--- config.mk ---
export PLATFORM = sky130hd
export DESIGN_NAME = spi_sample_transmitter
export DESIGN_NICKNAME = d
export VERILOG_FILES = /design/src/rtl/spi_pkg.sv /design/src/rtl/spi_phase_timer.sv /design/src/rtl/spi_sample_transmitter.sv
export SDC_FILE = /design/constraint.sdc
export NUM_CORES = 1
export LEC_CHECK = 0
export CAP_MARGIN = 20
export CORE_ASPECT_RATIO = 1.5
export CORE_MARGIN = 1.5
export CORE_UTILIZATION = 55
export DETAILED_ROUTE_END_ITERATION = 8
export MAX_ROUTING_LAYER = met4
export PLACE_DENSITY_LB_ADDON = 0.12
export SYNTH_ARGS = -nofsm -noshare
export SYNTH_HDL_FRONTEND = slang
export SYNTH_SLANG_ARGS = --single-unit
--- constraint.sdc ---
create_clock -name input_clk -period 2.5 [get_ports input_clk]
set_input_delay 0.625 -clock input_clk [delete_from_list [all_inputs] [get_ports input_clk]]
set_output_delay 0.625 -clock input_clk [all_outputs]
set_load 0.02 [all_outputs]
--- src/rtl/spi_pkg.sv ---
// Shared definitions for the SPI sample transmit/receive paths.
//   SAMPLE_W       : sample width shared with the receive path and signal_processor
//   spi_tx_state_t : transmitter FSM states
//   tmr_width()    : width of the shared half-period/gap down-counter
package spi_pkg;

  localparam int SAMPLE_W = 16;

  typedef enum logic [2:0] {
    IDLE,
    LEAD,
    HIGH,
    LOW,
    TRAIL,
    GAP
  } spi_tx_state_t;

  // clog2 of the largest interval the timer must hold, never less than 1 bit
  // so that HALF_PER == CS_GAP == 1 still yields a legal vector.
  function automatic int tmr_width(input int a, input int b);
    int m;
    m = (a > b) ? a : b;
    return (m > 1) ? $clog2(m) : 1;
  endfunction

endpackage

--- src/rtl/spi_phase_timer.sv ---
// Loadable down-counter with a done flag. Loading N-1 makes the owner stay
// in a state for exactly N cycles: done is high on the last of them.
// Ports:
//   i_clk      : clock, rising edge
//   i_rst_n    : synchronous active-low reset
//   i_load     : load i_load_val this cycle (has priority over counting)
//   i_load_val : value to load
//   o_done     : counter is at zero
module spi_phase_timer #(
  parameter int W = 1
) (
  input  logic         i_clk,
  input  logic         i_rst_n,
  input  logic         i_load,
  input  logic [W-1:0] i_load_val,
  output logic         o_done
);

  logic [W-1:0] r_cnt;

  always_ff @(posedge i_clk) begin
    if (!i_rst_n)           r_cnt <= '0;
    else if (i_load)        r_cnt <= i_load_val;
    else if (r_cnt != '0)   r_cnt <= r_cnt - 1'b1;
  end

  assign o_done = (r_cnt == '0);

endmodule

--- src/rtl/spi_sample_transmitter.sv ---
// SPI master (mode 0, MSB first) that serialises samples to the DAC/codec.
// A one-entry holding buffer gives one frame of lookahead.
// Ports:
//   input_clk  : system clock, all logic on the rising edge
//   rst_n      : synchronous active-low reset
//   in_data    : sample to transmit
//   in_valid   : in_data valid
//   in_ready   : holding buffer empty; accept on in_valid && in_ready
//   cs_n       : chip select, active low
//   sclk       : serial clock (idle low)
//   mosi       : serial data, changes on sclk falling edge
//   busy       : FSM not in IDLE
//   frame_done : one-cycle pulse on the cycle cs_n returns high
module spi_sample_transmitter
  import spi_pkg::*;
#(
  parameter int DATA_W   = SAMPLE_W,
  parameter int HALF_PER = 2,
  parameter int CS_GAP   = 2
) (
  input  logic              input_clk,
  input  logic              rst_n,
  input  logic [DATA_W-1:0] in_data,
  input  logic              in_valid,
  output logic              in_ready,
  output logic              cs_n,
  output logic              sclk,
  output logic              mosi,
  output logic              busy,
  output logic              frame_done
);

  localparam int TMR_W = tmr_width(HALF_PER, CS_GAP);
  localparam int CNT_W = (DATA_W > 1) ? $clog2(DATA_W) : 1;

  localparam logic [TMR_W-1:0] HALF_LD  = TMR_W'(HALF_PER - 1);
  localparam logic [TMR_W-1:0] GAP_LD   = TMR_W'(CS_GAP - 1);
  localparam logic [CNT_W-1:0] LAST_BIT = CNT_W'(DATA_W - 1);

  spi_tx_state_t     r_state;
  logic [DATA_W-1:0] r_buf;
  logic [DATA_W-1:0] r_shift;
  logic [CNT_W-1:0]  r_bit_cnt;
  logic              r_full;
  logic              r_in_ready;
  logic              r_cs_n;
  logic              r_sclk;
  logic              r_busy;
  logic              r_frame_done;

  logic              w_accept;
  logic              w_drain;
  logic              w_tmr_load;
  logic              w_tmr_done;
  logic [TMR_W-1:0]  w_tmr_val;

  assign w_accept = in_valid && r_in_ready;
  assign w_drain  = (r_state == IDLE) && r_full;

  // Every timed state exits when the timer reaches zero, so reloading on
  // done (plus continuously in IDLE) reloads on every state entry. Only the
  // TRAIL exit enters GAP; every other entry is a half-period state.
  assign w_tmr_load = (r_state == IDLE) || w_tmr_done;
  assign w_tmr_val  = (r_state == TRAIL) ? GAP_LD : HALF_LD;

  spi_phase_timer #(.W(TMR_W)) u_timer (
    .i_clk      (input_clk),
    .i_rst_n    (rst_n),
    .i_load     (w_tmr_load),
    .i_load_val (w_tmr_val),
    .o_done     (w_tmr_done)
  );

  // Holding buffer. Accept and drain never coincide: accept needs the buffer
  // empty (in_ready high), drain needs it full.
  always_ff @(posedge input_clk) begin
    if (!rst_n) begin
      r_buf      <= '0;
      r_full     <= 1'b0;
      r_in_ready <= 1'b1;
    end else if (w_accept) begin
      r_buf      <= in_data;
      r_full     <= 1'b1;
      r_in_ready <= 1'b0;
    end else if (w_drain) begin
      r_full     <= 1'b0;
      r_in_ready <= 1'b1;
    end
  end

  // Frame FSM. mosi is the shift register MSB, so clearing the shift
  // register on the way into GAP also returns mosi to 0.
  always_ff @(posedge input_clk) begin
    if (!rst_n) begin
      r_state      <= IDLE;
      r_shift      <= '0;
      r_bit_cnt    <= '0;
      r_cs_n       <= 1'b1;
      r_sclk       <= 1'b0;
      r_busy       <= 1'b0;
      r_frame_done <= 1'b0;
    end else begin
      r_frame_done <= 1'b0;
      case (r_state)
        IDLE: begin
          if (r_full) begin
            r_shift   <= r_buf;
            r_bit_cnt <= LAST_BIT;
            r_cs_n    <= 1'b0;
            r_busy    <= 1'b1;
            r_state   <= LEAD;
          end
        end
        LEAD: begin
          if (w_tmr_done) begin
            r_sclk  <= 1'b1;
            r_state <= HIGH;
          end
        end
        HIGH: begin
          if (w_tmr_done) begin
            r_sclk <= 1'b0;
            if (r_bit_cnt == '0) begin
              r_state <= TRAIL;
            end else begin
              r_shift   <= {r_shift[DATA_W-2:0], 1'b0};
              r_bit_cnt <= r_bit_cnt - 1'b1;
              r_state   <= LOW;
            end
          end
        end
        LOW: begin
          if (w_tmr_done) begin
            r_sclk  <= 1'b1;
            r_state <= HIGH;
          end
        end
        TRAIL: begin
          if (w_tmr_done) begin
            r_cs_n       <= 1'b1;
            r_shift      <= '0;
            r_frame_done <= 1'b1;
            r_state      <= GAP;
          end
        end
        GAP: begin
          if (w_tmr_done) begin
            r_busy  <= 1'b0;
            r_state <= IDLE;
          end
        end
        default: r_state <= IDLE;
      endcase
    end
  end

  assign in_ready   = r_in_ready;
  assign cs_n       = r_cs_n;
  assign sclk       = r_sclk;
  assign mosi       = r_shift[DATA_W-1];
  assign busy       = r_busy;
  assign frame_done = r_frame_done;

endmodule

==> impl_metrics.yaml, run 1 <==
power_and_ir_drop:
  ir_drop_mv: 0.579
  powerDensity_nw_per_um2: 690
  finalPower_w: 0.00169
  leakagePower_nw: 1.11
cells_and_area:
  layout.cells.most_common: "dfxtp_1"
  layout-drive-gt1-share: 0.0866
  final_cell_mix: "46 x dfxtp_1, 36 x nand2_1, 24 x clkdlybuf4s50_1"
  synthToLayoutAreaGrowth_pct: 16.4
  num_antenna_cells: 0
  layout.nets: 273
global_route:
  grt_use_met1: 0.240
  track_usage: 0.221
  antenna_found_initial: 0
  grt_pass1_vias: 1579
  busiest_layer: "met2"
  grt_max_degree: 47
  grt_pass1_wl_mm: 6.80
  use_met2: 0.377
  gr-total-overflow: 0
  grt.met3_usage: 0.0508
clocking:
  cts_buffers: 5
  root_buffer: "clkbuf_8"
  post_cts_buffers: 0
  post_cts_resized: 0
  cts_buffer_depth: 2
  cts.sink_count: 46
  cts_tree: "built"
  path_clk_slew_ns: 0.08
  clk-insertion-delay-late_ns: 0.30
  htreeDepth: 2
  ctsHoldBuffers: 0
setup_path:
  crit_path_max_fanout: 4
  r2r-start: "r_bit_cnt[0]"
  crit_slowest_cell: "clkdlybuf4s50_1"
  path_buf_inv: 1
  crit_required_ns: 1.88
  critPathArrivalTime_ns: 1.31
  endpoint_kind: "output port"
  start_kind: "flip-flop"
  cp-startpoint: "in_ready"
  path_class: "flip-flop to output port"
  cpLargestDelayFamily: "buffers and inverters"
  cpPeakStageDelay_ns: 0.62
  path_cells: "clkdlybuf4s50_1"
run:
  maxCapViolCount: 0
synthesis:
  syn_nets: 255
  syn_inst: 235
  ys_ff_latch: 46
  synth_cell_types: 35
  syn_area_um2: 2110
  ys_seq_area_frac: 0.437
  ys_warn_count: 0
  synth_area_per_cell_um2: 8.97
placement:
  gp_congestion: 0.746
  portBuffers: 24
  dp_hpwl_mm: 2.67
route:
  antenna_left: 0
  vias_per_cell: 5.61
  drt_wl_total_mm: 3.95
  drc: 0
  dr.pass1.iters: 4
  wl_per_cell_um: 13.3
  vias: 1667
  drt_iter0_drc: 38
floorplanning:
  core-area_um2: 3680
  start_util: 0.573
  std_cell_rows: 27
  die_h_um: 78.8
  die-area_um2: 4220
  io_pins: 25
  die_x_um: 53.6
sta:
  max_freq_mhz: 516
  tns_ns: 0
  maxSlewViolCount: 0
  worst_slew_pin_slew_ns: 0.570
  period_share: 0.775
  relSlewSlack: 0.619
  skew_ns: 0.00893
  setup_viol: 0
  grt_setup_unrepaired: "no"
  post-route-min-period_ns: 1.94
  hold_violations: 0
worst_hold_path:
  hp-class: "flip-flop to flip-flop"
  hold_start: "r_buf[12]"
run_status:
  status: "complete, no violations"
cells by family after synthesis:
logic type | synth area share
AO/OA/AOI/OAI | 0.278
flip-flops | 0.437
buffers and inverters | 0.0552
adder cells (fa/ha/maj) | 0.00593
AND/OR/NAND/NOR | 0.224
report_power, final:
part | switching (W) | internal [W] | leakage (nW)
logic | 0.000154 | 0.000154 | 0.677
registers | 0.0000489 | 0.000802 | 0.378
clock network | 0.000241 | 0.000294 | 0.0579
total | 0.000444 | 0.00125 | 1.11
metal layers:
metal / routed length [um] / vias up
li1: - / 861
met1: 1780 / 773
met2: 1990 / 29
met3: 119 / 4
met4: 61 / 0
met5: 0 / -
path summary, 6_finish.rpt:
kind                 to  cells after the start  slack (ns)
max            in_ready                      1        0.56
min reg2reg   r_buf[12]                      2        0.46
min           r_buf[12]                      2        0.46
max reg2reg  r_shift[8]                      6        0.59
cell usage after synthesis (all sizes together):
cell type,instances,area share
nand2,36,0.064
clkbuf,13,0.023
o21ai,6,0.014
nand3,3,0.0071
a21boi,19,0.068
nor2b,17,0.050
dfxtp,46,0.44
or2,3,0.0089
buf,7,0.028
nand2b,8,0.024
a21oi,17,0.040
o31ai,4,0.014
nor2,3,0.013
or3b,1,0.0042
a31oi,1,0.0030
and2,5,0.015
ha,1,0.0059
nor3b,2,0.0095
nand3b,2,0.0071
o211a,18,0.085
o21a,1,0.0036
inv,2,0.0036
nor4b,2,0.011
or3,1,0.0030
or4b,1,0.0065
o221a,1,0.0053
o22ai,15,0.045
state kept, by name (all words and copies together), names as in the netlist:
| name | cells |
|---|---|
| cs_n | 1 |
| r_state | 3 |
| sclk | 1 |
| r_bit_cnt | 4 |
| busy | 1 |
| u_timer.r_cnt | 1 |
| in_ready | 1 |
| frame_done | 1 |
| r_full | 1 |
| r_buf | 16 |
| r_shift | 16 |
cell type report:
type	instances	area [um2]
Inverter	2	7.51
Tap cell	43	53.8
Timing Repair Buffer	31	293
Sequential cell	46	921
Multi-Input combinational cell	167	1070
Fill cell	321	1230
Clock buffer	5	68.8
Clock inverter	3	40.0
metrics by stage:
stage	cells	util	area (um2)	hold slack [ns]	setup slack, ns
global placement	289	0.637	2350	0.440	0.621
finish	297	0.667	2450	0.460	0.563
CTS	297	0.667	2450	0.460	0.537
floorplan	235	-	2110	0.430	0.752
global route	297	0.667	2450	0.483	0.476
detailed placement	289	0.637	2350	0.448	0.582
(Power assumes the default switching activity.)
==> run 2, diff against run 1 <==
--- a/config.mk
+++ b/config.mk
@@ -8,7 +8,7 @@
 export CAP_MARGIN = 20
 export CORE_ASPECT_RATIO = 1.5
 export CORE_MARGIN = 1.5
-export CORE_UTILIZATION = 55
+export CORE_UTILIZATION = 49
 export DETAILED_ROUTE_END_ITERATION = 8
 export MAX_ROUTING_LAYER = met4
 export PLACE_DENSITY_LB_ADDON = 0.12
==> constraint.sdc (replaced) <==
create_clock -name input_clk -period 1.7 [get_ports input_clk]
set_input_delay 0.425 -clock input_clk [delete_from_list [all_inputs] [get_ports input_clk]]
set_output_delay 0.425 -clock input_clk [all_outputs]
set_load 0.02 [all_outputs]
==> impl_metrics.yaml, run 2 (same netlist as run 1, synthesis figures left out) <==
route:
  vias: 1757
  vias_per_cell: 5.53
  antenna_left: 0
  drt_wl_total_mm: 4.15
  wl_per_cell_um: 13.0
  drt_iter0_drc: 46
  dr.pass1.iters: 4
  drc: 0
setup_path:
  r2r-start: "r_bit_cnt[0]"
  cp-startpoint: "cs_n"
  cpPeakStageDelay_ns: 0.60
  cp-endpoint: "cs_n"
  start_kind: "flip-flop"
  cp.depth: 1
  critPathArrivalTime_ns: 1.24
  reg2reg_to: "r_shift[3]"
  path_cells: "clkdlybuf4s50_1"
  endpoint_kind: "output port"
  cpLargestDelayFamily: "buffers and inverters"
  path_class: "flip-flop to output port"
  ff2ff_setup_slack_ns: 0.06
  crit_required_ns: 1.27
  worstRegToRegCells: 7
  crit_slowest_cell: "clkdlybuf4s50_1"
  path_buf_inv: 1
  crit_path_max_fanout: 2
power_and_ir_drop:
  ir_drop_mv: 0.754
  powerDensity_nw_per_um2: 967
  leakagePower_nw: 1.22
  finalPower_w: 0.00256
global_route:
  grt_pass1_wl_mm: 7.42
  antenna_found_initial: 0
  gr-total-overflow: 0
  grt_pass1_vias: 1694
  grt_max_degree: 47
  track_usage: 0.199
clocking:
  cts_buffers: 5
  ctsHoldBuffers: 0
  cts.sink_count: 46
  clk-insertion-delay-late_ns: 0.30
  root_buffer: "clkbuf_8"
  htreeDepth: 2
  cts_buffer_depth: 2
  path_clk_slew_ns: 0.09
  cts_tree: "built"
cells_and_area:
  layout.nets: 291
  layout-drive-gt1-share: 0.173
  largestRegisters: "r_buf x16, r_shift x16, r_bit_cnt x4"
  multi_input_area_um2: 1080
  fillers: 376
  final_cell_mix: "41 x dfxtp_1, 36 x nand2_1, 23 x clkdlybuf4s50_1"
  synthToLayoutAreaGrowth_pct: 25.6
  postLayoutCellArea_um2: 2650
  fin_cells: 318
  layout.cells.most_common: "dfxtp_1"
  num_antenna_cells: 0
  seq_area_um2: 927
placement:
  gp_congestion: 0.817
  dp_hpwl_mm: 2.90
  post_dp_cell_area_um2: 2500
  portBuffers: 24
  dp_cells: 308
sta:
  post-route-min-period_ns: 1.66
  hold_violations: 0
  period_share: 0.978
  skew_ns: 0.00696
  relSlewSlack: 0.733
  worst_slew_pin_slew_ns: 0.395
  maxSlewViolCount: 0
  setup_viol: 0
  max_freq_mhz: 601
  tns_ns: 0
run_status:
  status: "complete, no violations"
floorplanning:
  die-area_um2: 4710
  die_h_um: 83.3
  io_pins: 25
  die_x_um: 56.6
  core-area_um2: 4170
  std_cell_rows: 29
  start_util: 0.505
worst_hold_path:
  hp-class: "flip-flop to flip-flop"
run:
  maxCapViolCount: 0
## run 2: how the worst min path moves through the flow
stage | startpoint | to | slack [ns] | depth (start not counted)
after detailed placement | r_buf[14] | r_buf[14] | 0.44 | 2
after global placement | r_buf[14] | r_buf[14] | 0.44 | 2
final | r_buf[14] | r_buf[14] | 0.45 | 2
after CTS | r_buf[0] | r_buf[0] | 0.46 | 2
after floorplan | r_buf[0] | r_buf[0] | 0.43 | 2
after global routing | r_buf[14] | r_buf[14] | 0.47 | 2
## run 2: cell type report
type / instances / area share
clock buffers: 8 / 0.0416
inverters: 2 / 0.00284
multi-input cells: 167 / 0.409
flip-flops and latches: 46 / 0.350
well taps: 46 / 0.0217
repair buffers: 49 / 0.175
## run 2: what timing repair did
action	in CTS	in global routing
setup buffers	0	2
pin swaps	0	2
setup endpoints to repair	1	19
gates cloned	0	0
gates resized for setup	1	11
## run 2: routing by layer
metal  global-route usage  wire length (um)  share of wire  up-vias
met5                    -                 0              0        -
met4               0.0779                59          0.014        0
met3               0.0327               129          0.031        6
met2                0.341              2200           0.53       38
met1                0.226              1760           0.42      815
li1                     -                 -              -      898
## run 2: where the power goes
part	switching, W	total [W]	internal, W
Combinational	0.000247	0.000544	0.000296
Sequential	0.0000675	0.00125	0.00118
Clock	0.000356	0.000767	0.000411
## run 2: metrics by stage
stage / hold slack [ns] / setup slack, ns / util
after floorplan: 0.430 / 0.00496 / -
after global placement: 0.436 / 0.0596 / 0.599
after detailed placement: 0.443 / 0.0360 / 0.599
after CTS: 0.455 / 0.00746 / 0.625
after global routing: 0.466 / -0.00512 / 0.634
final: 0.451 / 0.0373 / 0.634
==> run 3, diff against run 2 <==
--- a/config.mk
+++ b/config.mk
@@ -5,10 +5,11 @@
 export SDC_FILE = /design/constraint.sdc
 export NUM_CORES = 1
 export LEC_CHECK = 0
+export ABC_AREA = 1
 export CAP_MARGIN = 20
 export CORE_ASPECT_RATIO = 1.5
-export CORE_MARGIN = 1.5
-export CORE_UTILIZATION = 49
+export CORE_MARGIN = 2
+export CORE_UTILIZATION = 40
 export DETAILED_ROUTE_END_ITERATION = 8
 export MAX_ROUTING_LAYER = met4
 export PLACE_DENSITY_LB_ADDON = 0.12
==> impl_metrics.yaml, run 3 <==
route:
  drt_iter0_drc: 58
  antenna_left: 0
  vias: 1822
  wl_per_cell_um: 10.3
  drc: 0
  drt_wl_total_mm: 4.09
  dr.pass1.iters: 4
  vias_per_cell: 4.59
global_route:
  grt_pass1_vias: 1638
  gr-total-overflow: 0
  grt_pass1_wl_mm: 7.16
  grt_max_degree: 32
  antenna_found_initial: 0
  track_usage: 0.160
setup_path:
  reg2reg_to: "r_shift[12]"
  r2r-start: "r_bit_cnt[0]"
  endpoint_kind: "output port"
  ff2ff_setup_slack_ns: 0.21
  crit_slowest_cell: "clkdlybuf4s50_1"
  worstRegToRegCells: 9
  cpPeakStageDelay_ns: 0.60
  critPathArrivalTime_ns: 1.23
  path_class: "flip-flop to output port"
  crit_path_max_fanout: 2
  path_cells: "clkdlybuf4s50_1"
  path_buf_inv: 1
  start_kind: "flip-flop"
  cpLargestDelayFamily: "buffers and inverters"
  crit_required_ns: 1.27
synthesis:
  synthTopCellsByCount: "56 x nand2_1, 53 x nor2_1, 46 x dfxtp_1"
  syn_nets: 322
  yosys.area_share.simple: 0.282
  synthAdderAreaFrac: 0.00599
  ys_warn_count: 0
  ys_seq_area_frac: 0.441
  synth_area_per_cell_um2: 6.91
  synth_edf_count: 0
  ys_ff_latch: 46
  muxShareOfSynthArea: 0
  syn_inst: 302
  yosys.area.top_type_share: 0.441
  syn_area_um2: 2090
  synth_flop_cell: "dfxtp_1"
  async_reset_ff_frac: 0
  yosysTopAreaCell: "dfxtp_1"
  synth_cell_types: 22
  synth-xor-area-share: 0
  synth_compound_area_frac: 0.150
  yosysMostFrequentCell: "nand2_1"
  yosys-top-cells-area: "dfxtp_1 44%, nand2_1 10%, nor2_1 9.5%"
  synth_top_family_by_area: "simple AND/OR/NAND/NOR gates"
sta:
  maxSlewViolCount: 0
  tns_ns: 0
  worst_slew_pin_slew_ns: 0.283
  skew_ns: 0.00403
  grt_setup_unrepaired: "no"
  hold_violations: 0
  period_share: 0.972
  setup_viol: 0
  max_freq_mhz: 605
  post-route-min-period_ns: 1.65
  relSlewSlack: 0.809
cells_and_area:
  seq_area_um2: 921
  layout-drive-gt1-share: 0.0821
  layout.cells.most_common: "nand2_1"
  largestRegisters: "r_buf x16, r_shift x16, r_bit_cnt x4"
  layout.nets: 348
  final_cell_mix: "55 x nand2_1, 53 x nor2_1, 46 x dfxtp_1"
  num_antenna_cells: 0
  final_core_util: 0.501
  multi_input_area_um2: 916
  fillers: 554
  synthToLayoutAreaGrowth_pct: 21.9
worst_hold_path:
  hp-class: "flip-flop to flip-flop"
  min_path_cells: 2
  hold_start: "busy"
  hold_end: "busy"
clocking:
  cts_tree: "built"
  htreeDepth: 2
  ctsHoldBuffers: 0
  cts.sink_count: 46
  cts_buffers: 5
  clk-insertion-delay-late_ns: 0.30
  cts_buffer_depth: 2
  root_buffer: "clkbuf_8"
  path_clk_slew_ns: 0.08
floorplanning:
  die_x_um: 63.0
  io_pins: 25
  start_util: 0.411
  std_cell_rows: 32
  core-area_um2: 5080
  die-area_um2: 5830
  die_h_um: 92.5
run_status:
  status: "complete, no violations"
placement:
  portBuffers: 24
  dp_hpwl_mm: 2.96
  gp_congestion: 0.805
run:
  maxCapViolCount: 0
power_and_ir_drop:
  leakagePower_nw: 1.17
  powerDensity_nw_per_um2: 1720
  ir_drop_mv: 0.670
## run 3: cell types whose count changed in the layout (fill, tap and decap cells not counted), sizes merged, moves of 5 or more
cell | before | now
nand3 | 3 | 19
nor2 | 3 | 55
nor2b | 17 | 0
nand2 | 36 | 61
nand2b | 8 | 0
and2 | 5 | 0
a21boi | 19 | 0
buf | 25 | 9
a21oi | 17 | 22
o211a | 18 | 0
o21ai | 6 | 25
inv | 2 | 44
## run 3: area by class of cell
cell class / count / share of cell area
sequential: 46 / 0.362
multi-input combinational: 197 / 0.360
timing repair buffer: 33 / 0.137
inverter: 45 / 0.0663
tap: 68 / 0.0334
clock buffer: 7 / 0.0300
clock inverter: 1 / 0.0118
## run 3: metal layers
layer / up-vias / share of wire / track usage
li1: 998 / - / -
met1: 796 / 0.44 / 0.165
met2: 22 / 0.51 / 0.284
met3: 6 / 0.029 / 0.0352
met4: 0 / 0.021 / 0.0778
met5: - / 0 / -
## run 3: stage by stage
stage | hold WS (ns) | setup WS [ns] | std cells | instance area [um2] | power (W)
3_5_place_dp | 0.443 | 0.167 | 389 | 2430 | 0.00362
5_1_grt | 0.471 | 0.00338 | 397 | 2550 | 0.00482
4_1_cts | 0.455 | 0.0116 | 397 | 2540 | 0.00443
6_report | 0.449 | 0.0472 | 397 | 2550 | 0.00438
3_3_place_gp | 0.440 | 0.161 | 389 | 2430 | 0.00361
2_1_floorplan | 0.425 | 0.378 | 302 | 2090 | 0.00311
## run 3: kinds of logic (layout without fill, tap and decap cells)
group	count (synthesis)	in the layout
AND/OR/NAND/NOR	137	137
AO/OA/AOI/OAI	59	59
buffers and inverters	59	86
adder cells (fa/ha/maj)	1	1
flip-flops	46	46
## run 3: how the worst max path moves through the flow
stage                 start           to  cells after the start
5_1_grt         r_shift[15]         mosi                      1
4_1_cts                cs_n         cs_n                      1
6_report        r_shift[15]         mosi                      1
2_1_floorplan  r_bit_cnt[0]  r_shift[10]                      9
3_3_place_gp   r_bit_cnt[0]  r_shift[12]                      9
3_5_place_dp   r_bit_cnt[0]  r_shift[12]                      9
## run 3: power breakdown
| part | switching (W) | internal [W] | total, W |
|---|---|---|---|
| clock network | 0.000359 | 0.000440 | 0.000799 |
| registers | 0.000155 | 0.00134 | 0.00150 |
| logic | 0.00122 | 0.000859 | 0.00208 |
## run 3: repair_timing
action,CTS,global route
hold endpoints to repair,0,0
setup endpoints to repair,1,4
resized for setup,1,3
cloned,0,0
buffers inserted,0,0
